$ cat src/rtl/layer_pad_pkg.sv
// ---------------------------------------------------------------------------
// layer_pad_pkg
// Shared types for the layer pad-ring controller.
//   cmd_e   : boundary-chain command encoding carried on the 2-bit cmd port
//   state_e : boundary-chain sequencer states
// ---------------------------------------------------------------------------
package layer_pad_pkg;

  typedef enum logic [1:0] {
    CMD_NOP     = 2'd0,
    CMD_CAPTURE = 2'd1,
    CMD_SHIFT   = 2'd2,
    CMD_UPDATE  = 2'd3
  } cmd_e;

  typedef enum logic [1:0] {
    IDLE  = 2'd0,
    CAPT  = 2'd1,
    SHIFT = 2'd2,
    UPD   = 2'd3
  } state_e;

endpackage

$ cat src/rtl/layer_pad_ring_pad_in_filter.sv
// ---------------------------------------------------------------------------
// pad_in_filter
// One input-pad channel: a SYNC_STAGES-deep synchroniser followed by a
// glitch filter. The filtered value only moves once FILT_LEN consecutive
// synchronised samples disagree with it; any agreeing sample restarts the
// count, so short pulses never reach the core.
// Ports:
//   clk1     : clock, rising edge
//   rst      : synchronous active-high reset
//   raw      : asynchronous pad signal
//   filtered : conditioned level (registered)
// ---------------------------------------------------------------------------
module pad_in_filter
  import layer_pad_pkg::*;
#(
  parameter int SYNC_STAGES = 2,
  parameter int FILT_LEN    = 3
) (
  input  logic clk1,
  input  logic rst,
  input  logic raw,
  output logic filtered
);

  localparam int CW = $clog2(FILT_LEN + 1);
  localparam logic [CW-1:0] CNT_MAX = CW'(FILT_LEN - 1);

  logic [SYNC_STAGES-1:0] sync_reg;
  logic [CW-1:0]          cnt_reg;
  logic                   filt_reg;
  logic                   sample;

  assign sample   = sync_reg[SYNC_STAGES-1];
  assign filtered = filt_reg;

  always_ff @(posedge clk1) begin
    if (rst) begin
      sync_reg <= '0;
      cnt_reg  <= '0;
      filt_reg <= 1'b0;
    end else begin
      sync_reg <= {sync_reg[SYNC_STAGES-2:0], raw};
      if (sample == filt_reg) begin
        cnt_reg <= '0;
      end else if (cnt_reg == CNT_MAX) begin
        // This sample completes the run of disagreeing samples.
        filt_reg <= sample;
        cnt_reg  <= '0;
      end else begin
        cnt_reg <= cnt_reg + 1'b1;
      end
    end
  end

endmodule

$ cat src/rtl/layer_pad_ring.sv
// ---------------------------------------------------------------------------
// layer_pad_ring
// Pad-ring controller for one die layer. Conditions input pads into the core,
// registers core outputs onto output pads, and provides a serial boundary
// chain (capture / shift / update) for observing and forcing pads.
// Chain order: chain[0..N_IN-1] = input channels, chain[N_IN..L-1] = outputs.
// Ports:
//   clk1, rst            : clock and synchronous active-high reset
//   pad_in  / core_in    : raw input pads / conditioned inputs to core
//   core_out / pad_out   : core signals / registered output-pad drive
//   test_mode            : 1 = core_in and pad_out sourced from update register
//   cmd_valid, cmd       : command request (NOP/CAPTURE/SHIFT/UPDATE)
//   cmd_ready, busy      : sequencer idle / occupied
//   sc_si, sc_so         : serial chain in / out (sc_so = chain[0])
// ---------------------------------------------------------------------------
module layer_pad_ring
  import layer_pad_pkg::*;
#(
  parameter int N_IN        = 5,
  parameter int N_OUT       = 1,
  parameter int SYNC_STAGES = 2,
  parameter int FILT_LEN    = 3
) (
  input  logic             clk1,
  input  logic             rst,
  input  logic [N_IN-1:0]  pad_in,
  output logic [N_IN-1:0]  core_in,
  input  logic [N_OUT-1:0] core_out,
  output logic [N_OUT-1:0] pad_out,
  input  logic             test_mode,
  input  logic             cmd_valid,
  input  logic [1:0]       cmd,
  output logic             cmd_ready,
  input  logic             sc_si,
  output logic             sc_so,
  output logic             busy
);

  localparam int L  = N_IN + N_OUT;
  localparam int CW = $clog2(L);
  localparam logic [CW-1:0] LAST = CW'(L - 1);

  logic [N_IN-1:0]  filtered;
  logic [L-1:0]     chain_reg;
  logic [L-1:0]     upd_reg;
  logic [N_OUT-1:0] pad_out_reg;
  logic [CW-1:0]    shift_cnt_reg;
  state_e           state_reg;
  logic             ready_reg;
  logic             busy_reg;

  generate
    for (genvar gi = 0; gi < N_IN; gi++) begin : g_in
      pad_in_filter #(
        .SYNC_STAGES(SYNC_STAGES),
        .FILT_LEN   (FILT_LEN)
      ) u_filter (
        .clk1    (clk1),
        .rst     (rst),
        .raw     (pad_in[gi]),
        .filtered(filtered[gi])
      );
    end
  endgenerate

  // Test override on core_in is a plain mux so test_mode acts immediately.
  assign core_in   = test_mode ? upd_reg[N_IN-1:0] : filtered;
  assign pad_out   = pad_out_reg;
  assign sc_so     = chain_reg[0];
  assign cmd_ready = ready_reg;
  assign busy      = busy_reg;

  always_ff @(posedge clk1) begin
    if (rst) begin
      state_reg     <= IDLE;
      shift_cnt_reg <= '0;
      chain_reg     <= '0;
      upd_reg       <= '0;
      pad_out_reg   <= '0;
      ready_reg     <= 1'b1;
      busy_reg      <= 1'b0;
    end else begin
      pad_out_reg <= test_mode ? upd_reg[L-1:N_IN] : core_out;

      case (state_reg)
        IDLE: begin
          // ready_reg is high whenever we are here, so cmd_valid alone accepts.
          if (cmd_valid) begin
            case (cmd_e'(cmd))
              CMD_CAPTURE: begin
                state_reg <= CAPT;
                ready_reg <= 1'b0;
                busy_reg  <= 1'b1;
              end
              CMD_SHIFT: begin
                state_reg     <= SHIFT;
                shift_cnt_reg <= '0;
                ready_reg     <= 1'b0;
                busy_reg      <= 1'b1;
              end
              CMD_UPDATE: begin
                state_reg <= UPD;
                ready_reg <= 1'b0;
                busy_reg  <= 1'b1;
              end
              default: begin
                state_reg <= IDLE;
              end
            endcase
          end
        end
        CAPT: begin
          chain_reg <= {core_out, filtered};
          state_reg <= IDLE;
          ready_reg <= 1'b1;
          busy_reg  <= 1'b0;
        end
        SHIFT: begin
          // Shift toward chain[0]; sc_si enters at the output end.
          chain_reg <= {sc_si, chain_reg[L-1:1]};
          if (shift_cnt_reg == LAST) begin
            shift_cnt_reg <= '0;
            state_reg     <= IDLE;
            ready_reg     <= 1'b1;
            busy_reg      <= 1'b0;
          end else begin
            shift_cnt_reg <= shift_cnt_reg + 1'b1;
          end
        end
        UPD: begin
          upd_reg   <= chain_reg;
          state_reg <= IDLE;
          ready_reg <= 1'b1;
          busy_reg  <= 1'b0;
        end
        default: begin
          state_reg <= IDLE;
          ready_reg <= 1'b1;
          busy_reg  <= 1'b0;
        end
      endcase
    end
  end

endmodule

$ cat config.mk
export PLATFORM = sky130hd
export DESIGN_NAME = layer_pad_ring
export DESIGN_NICKNAME = d
export VERILOG_FILES = /design/src/rtl/layer_pad_pkg.sv /design/src/rtl/layer_pad_ring_pad_in_filter.sv /design/src/rtl/layer_pad_ring.sv
export SDC_FILE = /design/constraint.sdc
export NUM_CORES = 1
export LEC_CHECK = 0
export ABC_AREA = 1
export BUFFER_PORTS_ARGS = -buffer_cell sky130_fd_sc_hd__clkbuf_2
export CAP_MARGIN = 20
export CELL_PAD_IN_SITES_DETAIL_PLACEMENT = 1
export CELL_PAD_IN_SITES_GLOBAL_PLACEMENT = 1
export CORE_MARGIN = 5
export CORE_UTILIZATION = 40
export DETAILED_ROUTE_END_ITERATION = 12
export GPL_ROUTABILITY_DRIVEN = 0
export PLACE_DENSITY_LB_ADDON = 0.1
export SLEW_MARGIN = 10
export SYNTH_ARGS = -nofsm -noshare
export SYNTH_HDL_FRONTEND = slang
export SYNTH_SLANG_ARGS = --single-unit
$ cat constraint.sdc
create_clock -name clk1 -period 2.6 [get_ports clk1]
set_clock_uncertainty 0.2 [all_clocks]
set_input_delay 0.26 -clock clk1 [delete_from_list [all_inputs] [get_ports clk1]]
set_output_delay 0.26 -clock clk1 [all_outputs]
set_load 0.01 [all_outputs]
### Yosys cells after proc, flatten, opt, wreduce, memory -nomap -nowiden

Cells that the tools add are included.
Widths: inputs -> output; s select.

* register bits: 45
* input bits: 13
* output and inout bits: 9
* logic and storage cells: 91

* add/subtract/negate cells: 6
* eq/ne operators: 21
* muxes and demuxes: 19
* bitwise operators: 5
* reductions and logical operators: 18

Operators with widths (count)
* $eq 2x2->1 const B: 9
* $reduce_or 3->1: 6
* $pmux 2 s3: 2
* $pmux 6 s2: 1
* $reduce_and 2->1: 6
* $add 2x1->2 const B: 5
* $mux 3: 3
* $mux 1: 7
* $ne 2x2->1 const B: 3
* $pmux 1 s3: 2
* $pmux 3 s2: 1
* $reduce_and 3->1: 2
* $eq 1x1->1: 5
* $mux 5: 1
* $not 1->1: 5
* $eq 2x1->1 const B: 2
* $mux 2: 2
* $reduce_bool 2->1: 2
* $add 3x1->3 const B: 1
* $eq 3x3->1 const B: 1
* $logic_not 2->1: 1
* $ne 2x1->1 const B: 1
* $reduce_or 2->1: 1

### Depth between registers and ports, before layout

* depth in word-level cells: 5
* depth in mapped cells: 10
* gate-level depth less buffers: 10

### By module

From an unflattened synthesis, not the netlist that was laid out.

* cell total of the unflattened synthesis: 257
* area total of the unflattened synthesis: 1925.6 um^2

By module, submodules not included
* layer_pad_ring: times used 1, cells each 142, area each 993.5 um^2, sequential area each 400.4 um^2
* pad_in_filter: times used 5, cells each 23, area each 186.4 um^2, sequential area each 100.1 um^2

### Worst setup path after synthesis

OpenSTA, ideal clock, no wires.

* kind: flip-flop to flip-flop
* from: register state_reg[0]
* to: register state_reg[1]
* setup time: 0.113 ns
* arrival: 1.165 ns
* data required time: 2.287 ns
* setup slack: 1.122 ns
* cell stages (with the launch flop): 11
* buffers on the path: 0
* period minus slack after synthesis: 1.478 ns
* cells stage by stage: dfxtp_1 > inv_1 > ha_1 > nand2_1 > inv_1 > nor2_2 > nand2_1 > inv_1 > nand2_1 > nand2_1 > nor2_1

* longest elaborated chain between the ends: 3
* elaborated cells on any way between the ends: 9
* those cells by class: eq/ne (5); mux (1); reduce/logical (3)

RTL lines
* start, declared: RTL line layer_pad_ring.sv:48 `state_e state_reg;`
* start signal, assigned: RTL line layer_pad_ring.sv:75 `state_reg <= IDLE;`
* start signal, assigned: RTL line layer_pad_ring.sv:91 `state_reg <= CAPT;`
* start signal, assigned: RTL line layer_pad_ring.sv:96 `state_reg <= SHIFT;`
* $eq 2x2->1 (tied with other cells): RTL line layer_pad_ring.sv:85 `case (state_reg)`
* $reduce_or 2->1 (no line) / $ne 2x2->1 (equally long branches)
* $pmux 2 s3 / $reduce_and 2->1 (equally long branches)

Parallel ways exist; a longest one is shown, timed or not.
A chain may end at the register's enable or synchronous reset.

### Final worst setup path

Same ends and word-level chain as after synthesis.

==> results.yml <==
grt:
  antenna_found_initial: 0
  gr-total-overflow: 0
  grt_pass1_vias: 1491
  grt_max_degree: 20
  gr-usage-all-layers: 0.135
  grt_pass1_wl_mm: 6.60
synth:
  yosysUniqueCellTypes: 16
  synth_area_um2: 1820
  ys_ff_latch: 45
  synth_most_common_cell: "dfxtp_1"
  yosysWarnings: 0
  async_reset_ff_frac: 0
  synth_fp_nets: 259
  synth_edf_count: 0
  synthFlopType: "dfxtp_1"
  yosysTopAreaCell: "dfxtp_1"
  synth_commonest_cells: "dfxtp_1 (45), nor2_1 (44), inv_1 (42)"
  synthTopCellsByArea: "dfxtp_1 (49%), nor2_1 (9.1%), inv_1 (8.7%)"
  postSynthAreaPerCell_um2: 7.69
  yosysTopAreaCellShare: 0.495
  syn_inst: 237
  synth-seq-area-share: 0.495
clock_tree:
  h-tree-depth: 2
  numCtsBuffers: 5
  worstSkewPairLatency_ps: 290
  clock_path_buffers: 2
  cts_tree: "yes"
  clock-root-buffer: "clkbuf_8"
  numClockSinks: 45
  clk_pin_slew_ps: 80
worst_setup_path:
  critPathMaxFanout: 15
  ff2ff_path_depth: 8
  critPathCaptureType: "register"
  cp.arrival_ps: 1850
  regToRegStartpoint: "state_reg[0]$_SDFFE_PP0P_"
  r2r_slack_ps: 790
  r2r_end: "state_reg[1]$_SDFFE_PP0P_"
  timing_worst_setup_path_type: "register to register"
  cp-start-kind: "register"
  cp.required_ps: 2640
place:
  hpwl_mm: 2.69
  port_buffers: 21
  place_area_um2: 1960
drt:
  vias: 1503
  viasPerCell: 4.76
  remaining_drc_errors: 0
  wl_per_cell_um: 11.4
  totalWireLength_mm: 3.60
  drt-pass1-iter-count: 4
  drt-initial-drc-count: 48
  postRouteAntennaNets: 0
power:
  power.density_nw_per_um2: 867
  power_leakage_nw: 1.01
  ir_worst_vdd_mv: 0.393
timing:
  worst_pin_slew_ps: 527
  fin_crit_ps: 1810
  maxClockFrequency_ghz: 0.552
  slew_violations: 0
  finalCritPeriodShare: 0.697
  finalSetupViolCount: 0
  max_slew_margin: 0.649
  tns_ps: 0
  rsz0062_at_grt: "false"
  hold_viol: 0
hold_path:
  hold_end: "pad_out$_SDFF_PP0_"
  worstHoldStart: "core_out"
  worstHoldPathCells: 3
  hp-class: "input pin to register"
final_layout:
  area.growth.synth_to_final_pct: 16.2
  final_area_um2: 2120
  drive_gt1_frac: 0.114
  antenna_cells: 0
  fin_nets: 286
floorplanning:
  initial_core_util: 0.416
  core_region_area_um2: 4380
  die_w_um: 77.5
  rows: 24
  die_area_um2: 6000
  die_y_um: 77.5
  ioPinCount: 22
flow_run:
  drv_cap: 0
run_status:
  status: "finished, final reports clean"
stage by stage:
| step | power, W | cells | utilization | worst slack, ps | hold WS, ps |
|---|---|---|---|---|---|
| 2_1_floorplan | 0.00123 | 237 | - | 1120 | 129 |
| 3_3_place_gp | 0.00134 | 304 | 0.448 | 847 | 189 |
| 3_5_place_dp | 0.00135 | 304 | 0.448 | 781 | 198 |
| 4_1_cts | 0.00187 | 316 | 0.483 | 744 | 11.6 |
| 5_1_grt | 0.00198 | 316 | 0.483 | 571 | 51.0 |
| 6_report | 0.00184 | 316 | 0.483 | 787 | 20.0 |
cells in the final DEF (no fill, tap or decap):
cell	n
nand4_1	3
clkbuf_8	5
nand2_1	35
clkinv_2	1
a21oi_1	14
ha_1	9
buf_4	1
bufinv_16	1
nor3_1	1
dfxtp_1	45
nor2_2	1
nor2_1	44
dlygate4sd3_1	5
inv_1	42
clkbuf_2	21
nand3_1	4
o211ai_1	15
o21ai_0	17
power breakdown:
| group | leakage [nW] | internal, W | switching, W |
|---|---|---|---|
| Clock | 0.0540 | 0.000279 | 0.000229 |
| Sequential | 0.368 | 0.000778 | 0.0000564 |
| Combinational | 0.585 | 0.000189 | 0.000304 |
critical path, cell delays in order (launching register included):
cell and delay (ps):
dfxtp_1 330, inv_1 110, ha_1 500, nand2_1 240
nand2_1 120, inv_1 80, nand2_1 70, nand2_1 40
nor2_1 70
how the worst max path moves through the flow:
stage,from,to,slack (ps),cells after the start
2_1_floorplan,state_reg[0]$_SDFFE_PP0P_,state_reg[1]$_SDFFE_PP0P_,1120,10
3_3_place_gp,state_reg[0]$_SDFFE_PP0P_,state_reg[0]$_SDFFE_PP0P_,850,10
3_5_place_dp,state_reg[0]$_SDFFE_PP0P_,state_reg[1]$_SDFFE_PP0P_,780,8
4_1_cts,state_reg[0]$_SDFFE_PP0P_,state_reg[1]$_SDFFE_PP0P_,740,8
5_1_grt,state_reg[0]$_SDFFE_PP0P_,state_reg[1]$_SDFFE_PP0P_,570,8
6_report,state_reg[0]$_SDFFE_PP0P_,state_reg[1]$_SDFFE_PP0P_,790,8
final cells by class:
type                    instances  area [um^2]
flip-flops and latches         45          901
clock inverters                 2         35.0
fillers                       557         2270
clock buffers                   5         68.8
multi-input cells             143          727
repair buffers                 27          163
inverters                      42          158
well taps                      52         65.1
metal layers:
metal	GRT usage	vias up	share of wire
li1	-	800	-
met1	0.163	679	0.47
met2	0.229	17	0.48
met3	0.0382	7	0.038
met4	0.0464	0	0.015
met5	0	-	0
cells by family after synthesis:
family	count (synthesis)	synth area share
and+or+nand+nor	88	0.190
buffers and inverters	49	0.106
AOI/OAI and AO/OA	46	0.147
DFF	45	0.495
adders and majority gates	9	0.0618
what timing repair did:
action,in CTS,in global routing
gates resized for setup,0,0
hold buffers,5,0
endpoints found under the hold margin,5,0
setup buffers,0,0
No activity file was read; power rests on OpenSTA's default activity.
